File: config.mk
export PLATFORM = sky130hd
export DESIGN_NAME = regfile_mp
export DESIGN_NICKNAME = d
export VERILOG_FILES = /design/src/rtl/regfile_mp.sv
export SDC_FILE = /design/constraint.sdc
export NUM_CORES = 2
export LEC_CHECK = 0
export BUFFER_PORTS_ARGS = -buffer_cell sky130_fd_sc_hd__buf_2
export CAP_MARGIN = 20
export CELL_PAD_IN_SITES_DETAIL_PLACEMENT = 0
export CELL_PAD_IN_SITES_GLOBAL_PLACEMENT = 1
export CORE_UTILIZATION = 55
export DETAILED_ROUTE_END_ITERATION = 12
export PLACE_DENSITY = 0.83
export SYNTH_ARGS = -nofsm -noshare
export SYNTH_HDL_FRONTEND = slang
export SYNTH_SLANG_ARGS = --single-unit
File: constraint.sdc
create_clock -name clk -period 12.9 [get_ports clk]
set_clock_uncertainty 0.1 [all_clocks]
set_input_delay 1.29 -clock clk [delete_from_list [all_inputs] [get_ports clk]]
set_output_delay 1.29 -clock clk [all_outputs]
set_load 0.01 [all_outputs]
File: src/rtl/regfile_mp.sv
// Multi-read-port integer register file with self-clearing init sequencer and debug req/ack port.
// Optional write-to-read forwarding on the read ports: define REGFILE_MP_BYPASS_EN.
module regfile_mp #(
   parameter int unsigned DATA_W = 32,
   parameter int unsigned ADDR_W = 5,
   parameter int unsigned NUM_RD = 2
) (
   input  logic                       clk,
   input  logic                       rst,
   input  logic                       we_i,
   input  logic [ADDR_W-1:0]          waddr_i,
   input  logic [DATA_W-1:0]          wdata_i,
   input  logic [NUM_RD*ADDR_W-1:0]   raddr_i,
   output logic [NUM_RD*DATA_W-1:0]   rdata_o,
   input  logic                       dbg_req_i,
   input  logic                       dbg_we_i,
   input  logic [ADDR_W-1:0]          dbg_addr_i,
   input  logic [DATA_W-1:0]          dbg_wdata_i,
   output logic                       dbg_ack_o,
   output logic [DATA_W-1:0]          dbg_rdata_o,
   output logic                       init_done_o
);

   localparam int unsigned DEPTH = 2**ADDR_W;

   typedef enum logic {ST_INIT, ST_RUN} state_t;

   state_t              r_state, w_state_nxt;
   logic [ADDR_W-1:0]   r_ptr, w_ptr_nxt;
   logic                w_clear;
   logic [DATA_W-1:0]   r_regs [DEPTH];
   logic                r_init_done;
   logic                r_dbg_ack;
   logic [DATA_W-1:0]   r_dbg_rdata;
   logic                w_run;
   logic                w_core_we;
   logic                w_dbg_accept;
   logic                w_dbg_we;
   logic [DATA_W-1:0]   w_dbg_rd;
   logic [ADDR_W-1:0]   w_raddr [NUM_RD];

   // State register
   always_ff @(posedge clk) begin
      if (!rst) begin
         r_state <= ST_INIT;
         r_ptr   <= ADDR_W'(1);
      end else begin
         r_state <= w_state_nxt;
         r_ptr   <= w_ptr_nxt;
      end
   end

   // Next state: INIT walks the pointer over registers 1..DEPTH-1, then RUN until reset
   always_comb begin
      w_state_nxt = r_state;
      w_ptr_nxt   = r_ptr;
      w_clear     = 1'b0;
      case (r_state)
         ST_INIT: begin
            w_clear   = 1'b1;
            w_ptr_nxt = r_ptr + ADDR_W'(1);
            if (r_ptr == ADDR_W'(DEPTH - 1)) begin
               w_state_nxt = ST_RUN;
            end
         end
         ST_RUN: begin
            w_state_nxt = ST_RUN;
         end
         default: begin
            w_state_nxt = ST_INIT;
         end
      endcase
   end

   assign w_run     = (r_state == ST_RUN);
   assign w_core_we = w_run && we_i && (waddr_i != '0);

   // Debug writes yield to a same-cycle core write; debug reads never stall
   assign w_dbg_accept = w_run && dbg_req_i && !r_dbg_ack && (!dbg_we_i || !w_core_we);
   assign w_dbg_we     = w_dbg_accept && dbg_we_i && (dbg_addr_i != '0);
   assign w_dbg_rd     = (dbg_addr_i == '0) ? '0 : r_regs[dbg_addr_i];

   // Storage: no reset; contents are cleared by the INIT walk
   always_ff @(posedge clk) begin
      if (rst) begin
         if (w_clear) begin
            r_regs[r_ptr] <= '0;
         end else if (w_core_we) begin
            r_regs[waddr_i] <= wdata_i;
         end else if (w_dbg_we) begin
            r_regs[dbg_addr_i] <= dbg_wdata_i;
         end
      end
   end

   // Registered status and debug response
   always_ff @(posedge clk) begin
      if (!rst) begin
         r_init_done <= 1'b0;
         r_dbg_ack   <= 1'b0;
         r_dbg_rdata <= '0;
      end else begin
         r_init_done <= (w_state_nxt == ST_RUN);
         r_dbg_ack   <= w_dbg_accept;
         if (w_dbg_accept) begin
            r_dbg_rdata <= dbg_we_i ? dbg_wdata_i : w_dbg_rd;
         end
      end
   end

   for (genvar k = 0; k < NUM_RD; k++) begin : g_raddr
      assign w_raddr[k] = raddr_i[k*ADDR_W +: ADDR_W];
   end

   // Combinational read ports; all zero until init completes
   always_comb begin
      rdata_o = '0;
      for (int k = 0; k < NUM_RD; k++) begin
         if (!w_run || (w_raddr[k] == '0)) begin
            rdata_o[k*DATA_W +: DATA_W] = '0;
`ifdef REGFILE_MP_BYPASS_EN
         end else if (w_core_we && (w_raddr[k] == waddr_i)) begin
            rdata_o[k*DATA_W +: DATA_W] = wdata_i;
`endif
         end else begin
            rdata_o[k*DATA_W +: DATA_W] = r_regs[w_raddr[k]];
         end
      end
   end

   assign dbg_ack_o   = r_dbg_ack;
   assign dbg_rdata_o = r_dbg_rdata;
   assign init_done_o = r_init_done;

endmodule

# Yosys cells after proc, flatten, opt, wreduce, memory -nomap -nowiden
# Memory sizes are Yosys's and may differ from the RTL's.
# Cells that the tools add are included.
[word_totals] romBits=0 ramBits=1024 ff_bits=39 mem_count=1 output_inout_bits=98 latchBits=0 word_cells=53
[memory_table] memory="r_regs" words=32 width=32 read_ports=3 rd_clocked_by_memory_dff=0 write_ports=1 line_no="31" rtl="logic [DATA_W-1:0] r_regs [DEPTH];"
[classes] mux=24 bitwise=1 shift=0 n_eq_ne=1 div=0 reduce_logical=21 order_cmp=0 multipliers=0 n_addsub=1
[ops] cell="$mux W32" n=6
[ops] cell="$reduce_or A32 Y1" n=2
[ops] cell="$logic_not A5 Y1" n=3
[ops] cell="$mux W1" n=15
[ops] cell="$mux W5" n=2
[ops] cell="$reduce_bool A5 Y1" n=2
[ops] cell="$logic_and A1 B1 Y1" n=7
[ops] cell="$add A5 B1 Y5 const B" n=1
[ops] cell="$eq A5 B5 Y1 const B" n=1
[ops] cell="$logic_not A1 Y1" n=4
[ops] cell="$logic_or A1 B1 Y1" n=3
[ops] cell="$pmux W1 S2" n=1
[ops] cell="$not A1 Y1" n=1

# Depth between registers and ports, before layout
[logic_depth] ltp_word=14 mapped_depth=9 mapped_depth_nobuf=5

# Least setup slack after synthesis
# OpenSTA, ideal clock, no wires.
[synth_timing] kind="input to register" start="in waddr_i[1]" end="mem r_regs[27][0], enable pin" arrival_ns=4.850 path_stages=6 setup_slack_ns=7.480 t_required_ns=12.330 setup_ns=0.470 path_cell_list="or3_1 o21a_1 nor2_2 buf_6 a22oi_1 a211oi_1"
[synth_via] elab_chain_cells=14
[synth_rtl] item="start, declared" line_no="11" rtl="input logic [ADDR_W-1:0] waddr_i,"
[synth_rtl] item="$reduce_bool A5 Y1" line_no="76" rtl="assign w_core_we = w_run && we_i && (waddr_i != '0);"
[synth_rtl] item="$logic_and A1 B1 Y1" line_no="76"
[synth_rtl] item="$logic_not A1 Y1" line_no="79" rtl="assign w_dbg_accept = w_run && dbg_req_i && !r_dbg_ack && (!dbg_we_i || !w_core_we);"
[synth_rtl] item="$logic_or A1 B1 Y1" line_no="79"
[synth_rtl] item="$logic_and A1 B1 Y1" line_no="79"
[synth_rtl] item="$logic_and A1 B1 Y1 (2 in series)" line_no="80" rtl="assign w_dbg_we = w_dbg_accept && dbg_we_i && (dbg_addr_i != '0);"
[synth_rtl] item="$mux W1" line_no="90" rtl="end else if (w_dbg_we) begin"
[synth_rtl] item="$mux W1" line_no="88" rtl="end else if (w_core_we) begin"
[synth_rtl] item="$mux W1" line_no="86" rtl="if (w_clear) begin"
[synth_rtl] item="$mux W1" line_no="85" rtl="if (rst) begin"
[synth_rtl] item="$mux W1 (implied by the code)" line_no="91" rtl="r_regs[dbg_addr_i] <= dbg_wdata_i;"
[synth_rtl] item="$reduce_or A32 Y1 (no source line)"
[synth_rtl] item="$mux W5 (no source line) or $mux W1 (tied branches)"
[synth_rtl] item="end, declared" line_no="31"
# Several ways; a longest one is shown, not always the timed one.

# Worst setup path in the final report
[layout_timing] start="in raddr_i[6]" end="out rdata_o[52]"
[layout_via] elab_chain_cells=3
[layout_rtl] item="start, declared" line_no="13" rtl="input logic [NUM_RD*ADDR_W-1:0] raddr_i,"
[layout_rtl] item="branches (longest 2 deep; another with $mem_v2 Z32 W32)"
[layout_rtl] item="$mux W32 *" line_no="119" rtl="if (!w_run || (w_raddr[k] == '0)) begin"
[layout_rtl] item="end, declared" line_no="14" rtl="output logic [NUM_RD*DATA_W-1:0] rdata_o,"
# Mark *: on every way between the ends.

==> summary.txt <==
Timing
  • Fmax: roughly 0.15 GHz
  • Final Hold Fails: 0
  • Setup violations, final: 0
  • Setup TNS: 0 ps
  • Final Slew Violations: 0
  • Fin crit share: ~53%
  • Worst slew pin tran: roughly 1300 ps
  • Slew margin rel.: 15.36%
  • Crit path time final: 6854 ps
  • Unrepaired setup endpoints after global routing: no

Clock tree
  • Clock Latency Late Sink: 710 ps
  • Post-CTS Setup Bufs: 0
  • # hold bufs at CTS: 0
  • Clk pin slew, worst setup/hold paths: roughly 70 ps
  • Clock Path Buffers: 3
  • Root Buffer: clkbuf_16
  • TritonCTS buffer count: ~110
  • # resized after CTS: 0
  • # H-tree levels: 3
  • Num Clock Sinks: ~1100
  • CTS tree: yes

Synthesis
  • Mapped Area: 57960 sq um
  • Synth Flop Type: edfxtp_1
  • Synth Instances: between 3000 and 4000
  • Sequential cell area fraction in the yosys report: approximately 54%
  • Post-synthesis mux area share: 32.86%
  • Post-synth EDFFs: 1024
  • FFs w/ async S/R, synth: 0%
  • Simple-gate area share of the yosys netlist: a little over 2%
  • Yosys warnings: 0
  • Synthesized Nets: about 3400
  • Post-synth cell types: 62
  • Main combinational cell family by area after synthesis: multiplexers
  • Flops & latches, synth: roughly 1100
  • Post-Synth Adder-Cell Area: 0.04318%
  • Synth Area per Inst: roughly 17 sq um
  • Xor/xnor cell area share of the yosys netlist: 0.03022%
  • Compound-Gate Fraction of Synth Area: 7.478%

Setup path
  • Worst setup path category: in -> out
  • Most frequent CP cell: buf_4
  • Crit path largest cell delay: 990 ps
  • Slowest-stage cell, CP: o31ai_1
  • Data arrival, critical path: 5460 ps
  • Crit. End Element: output pin
  • Worst Path Max Fanout: 54
  • CP Cell Sequence: buf_6 -> buf_4 -> nand2b_4 -> buf_4 -> o221ai_1 -> o22ai_1 -> o31ai_1 -> buf_2
  • WP data required: roughly 12000 ps
  • Critical path launch point type: primary input
  • WP buf/inv: 4
  • Crit-path leading delay family: buffers and inverters

Detailed routing
  • Via density: just over 8
  • Routed WL: approximately 210 mm
  • Drt drc: 0
  • First-pass DRT Iterations: 8
  • Drt wl/cell: approximately 43 microns
  • DRT antenna net count: 0
  • Vias: ~40000
  • Initial DRC count: 7465

Pwr
  • Pwr dens: 121.1 nW/um^2
  • Worst vdd ir: approximately 100 uV
  • Switching pwr: ~1800 uW
  • Register share of total power: 48.8%
  • Leakage: around 0.019 uW
  • Gate power share: around a tenth
  • Int Pwr: ~5900 uW
  • Switching part of the total: a little under a quarter
  • Clk pwr share: about two fifths

GRT
  • Grt ovf: 0
  • Vias in the first global route: 39680
  • First-pass GRT wire length: 293.9 mm
  • GRT Resource Usage Total: slightly below 40%
  • Initial antenna violation count: 10
  • Largest net degree at the start of global routing: approximately 130

Floorplanning
  • Total die area: ~110000 sq um
  • Die Ht: 326.6 microns
  • Core Box Area: 103900 sq um
  • # rows: roughly 120
  • Die width: between 300 and 400 microns
  • Initial core utilization: 55.76%
  • I/O pin count: around 190

Finish
  • Commonest non-fill, non-tap cells in the layout: 1024 x edfxtp_1, 633 x mux4_2, 400 x mux2i_1
  • Register area: ~32000 sq um
  • Fillers: between 7000 and 8000
  • Final net count: about 3500
  • Post-route insts no fill: between 4000 and 5000
  • Multi-input gate area: approximately 25000 sq um
  • Commonest non-fill, non-tap cell in the layout: edfxtp_1
  • Area grow syn2layout: 10.74%
  • Share of cells above drive strength 1: between 30% and 40%

Placed design
  • Placed insts: 4679
  • Port Buf Inserts: 186
  • RD Place Congestion: between 0.9 and 1
  • HPWL Detailed: 119.1 mm

Run status
  • Status: complete, no violations

Hold path
  • HP Class: reg -> reg

Job
  • Max cap viols: 0
-- stage by stage --
step / power (uW) / worst slack (ps) / utilization (%) / cell area, sq um / hold slack (ps)
floorplan: 4331 / 7480 / - / 57960 / 415.3
global placement: 4547 / 6226 / 57.80 / 60080 / 429.5
detailed placement: 4558 / 6260 / 57.86 / 60140 / 452.1
CTS: 7746 / 6259 / 61.36 / 63770 / 459.0
global route: 7911 / 6107 / 61.73 / 64160 / 506.4
finish: 7774 / 6046 / 61.75 / 64180 / 471.8
-- power groups by stage --
stage	logic, uW	registers, uW	clock network [uW]
4_1_cts	696	3790	3260
6_report	721	3790	3260
5_1_grt	734	3790	3380
2_1_floorplan	474	3860	0
3_3_place_gp	686	3860	0
3_5_place_dp	693	3860	0
-- final cells by class --
cell class                 instances  area share (%)
antenna                            7         0.02729
timing repair buffer             298           3.398
sequential                      1063           49.13
tap                             1380           2.690
multi-input combinational       1914           38.85
clock buffer                     141           4.648
inverter                          40          0.2359
clock inverter                    63           1.020
-- state kept, by name (all words and copies together) (netlist names) --
| name | cells |
|---|---|
| r_regs | 1024 |
| dbg_rdata_o | 32 |
| r_ptr | 5 |
| dbg_ack_o | 1 |
| init_done_o | 1 |
-- Yosys cell counts, types with 3 or more instances --
library cell	number	area share [%]
a221oi_1	4	0.060
a31oi_1	3	0.032
nand3b_1	3	0.039
a311oi_1	20	0.30
a32oi_1	8	0.12
inv_1	38	0.25
o22ai_1	96	1.0
buf_4	48	0.62
dfxtp_1	39	1.3
a22oi_1	62	0.80
or4_1	7	0.091
buf_1	22	0.14
and3_1	4	0.043
edfxtp_1	1024	53
o2bb2ai_1	6	0.091
or2_2	6	0.065
a211oi_1	9	0.12
o21a_1	3	0.039
mux4_1	26	1.2
mux2_2	6	0.12
mux4_2	633	25
a21boi_0	11	0.14
nor2_1	73	0.47
buf_6	24	0.47
nand3_1	35	0.30
o21ai_1	33	0.28
o221ai_1	133	2.0
nand4_1	12	0.13
a21oi_1	94	0.81
a22o_1	34	0.51
nor3_1	5	0.043
nand2_1	14	0.091
clkbuf_1	133	0.86
or3_1	34	0.37
mux2i_1	402	6.9
o21ai_0	57	0.49
o31ai_1	32	0.41
nand2b_1	6	0.065
buf_2	85	0.73
nor2b_1	14	0.15
and2_1	4	0.043
-- path summary, 6_finish.rpt --
path / to / slack (ps) / start / cells after the start
worst max register to register: r_regs[25][20] / 8240 / init_done_o / 9
worst min-delay path: dbg_rdata_o[26] / 470 / dbg_rdata_o[26] / 2
worst max-delay path: rdata_o[52] / 6050 / raddr_i[6] / 8
worst min register to register: dbg_rdata_o[26] / 470 / dbg_rdata_o[26] / 2
-- tightest hold or removal path, delay by kind of cell, from the launching register on --
family         cells  cell delay, ps
flip-flops         1             330
AO/OA/AOI/OAI      2             210
-- routing by layer --
| metal | track usage, % | vias up | routed length, microns |
|---|---|---|---|
| met5 | 0 | - | 72 |
| met3 | 16.70 | 915 | 36930 |
| met4 | 21.68 | 12 | 13950 |
| met1 | 50.30 | 20330 | 67880 |
| met2 | 56.87 | 4287 | 91500 |
| li1 | - | 14820 | - |
-- cells by family after synthesis --
logic type,after synthesis
simple gates,227
buf+inv,354
xor+xnor,2
mux,1068
fa+ha+maj,2
compound gates,615
flops,1063
Power figures use the tool's default switching activity.
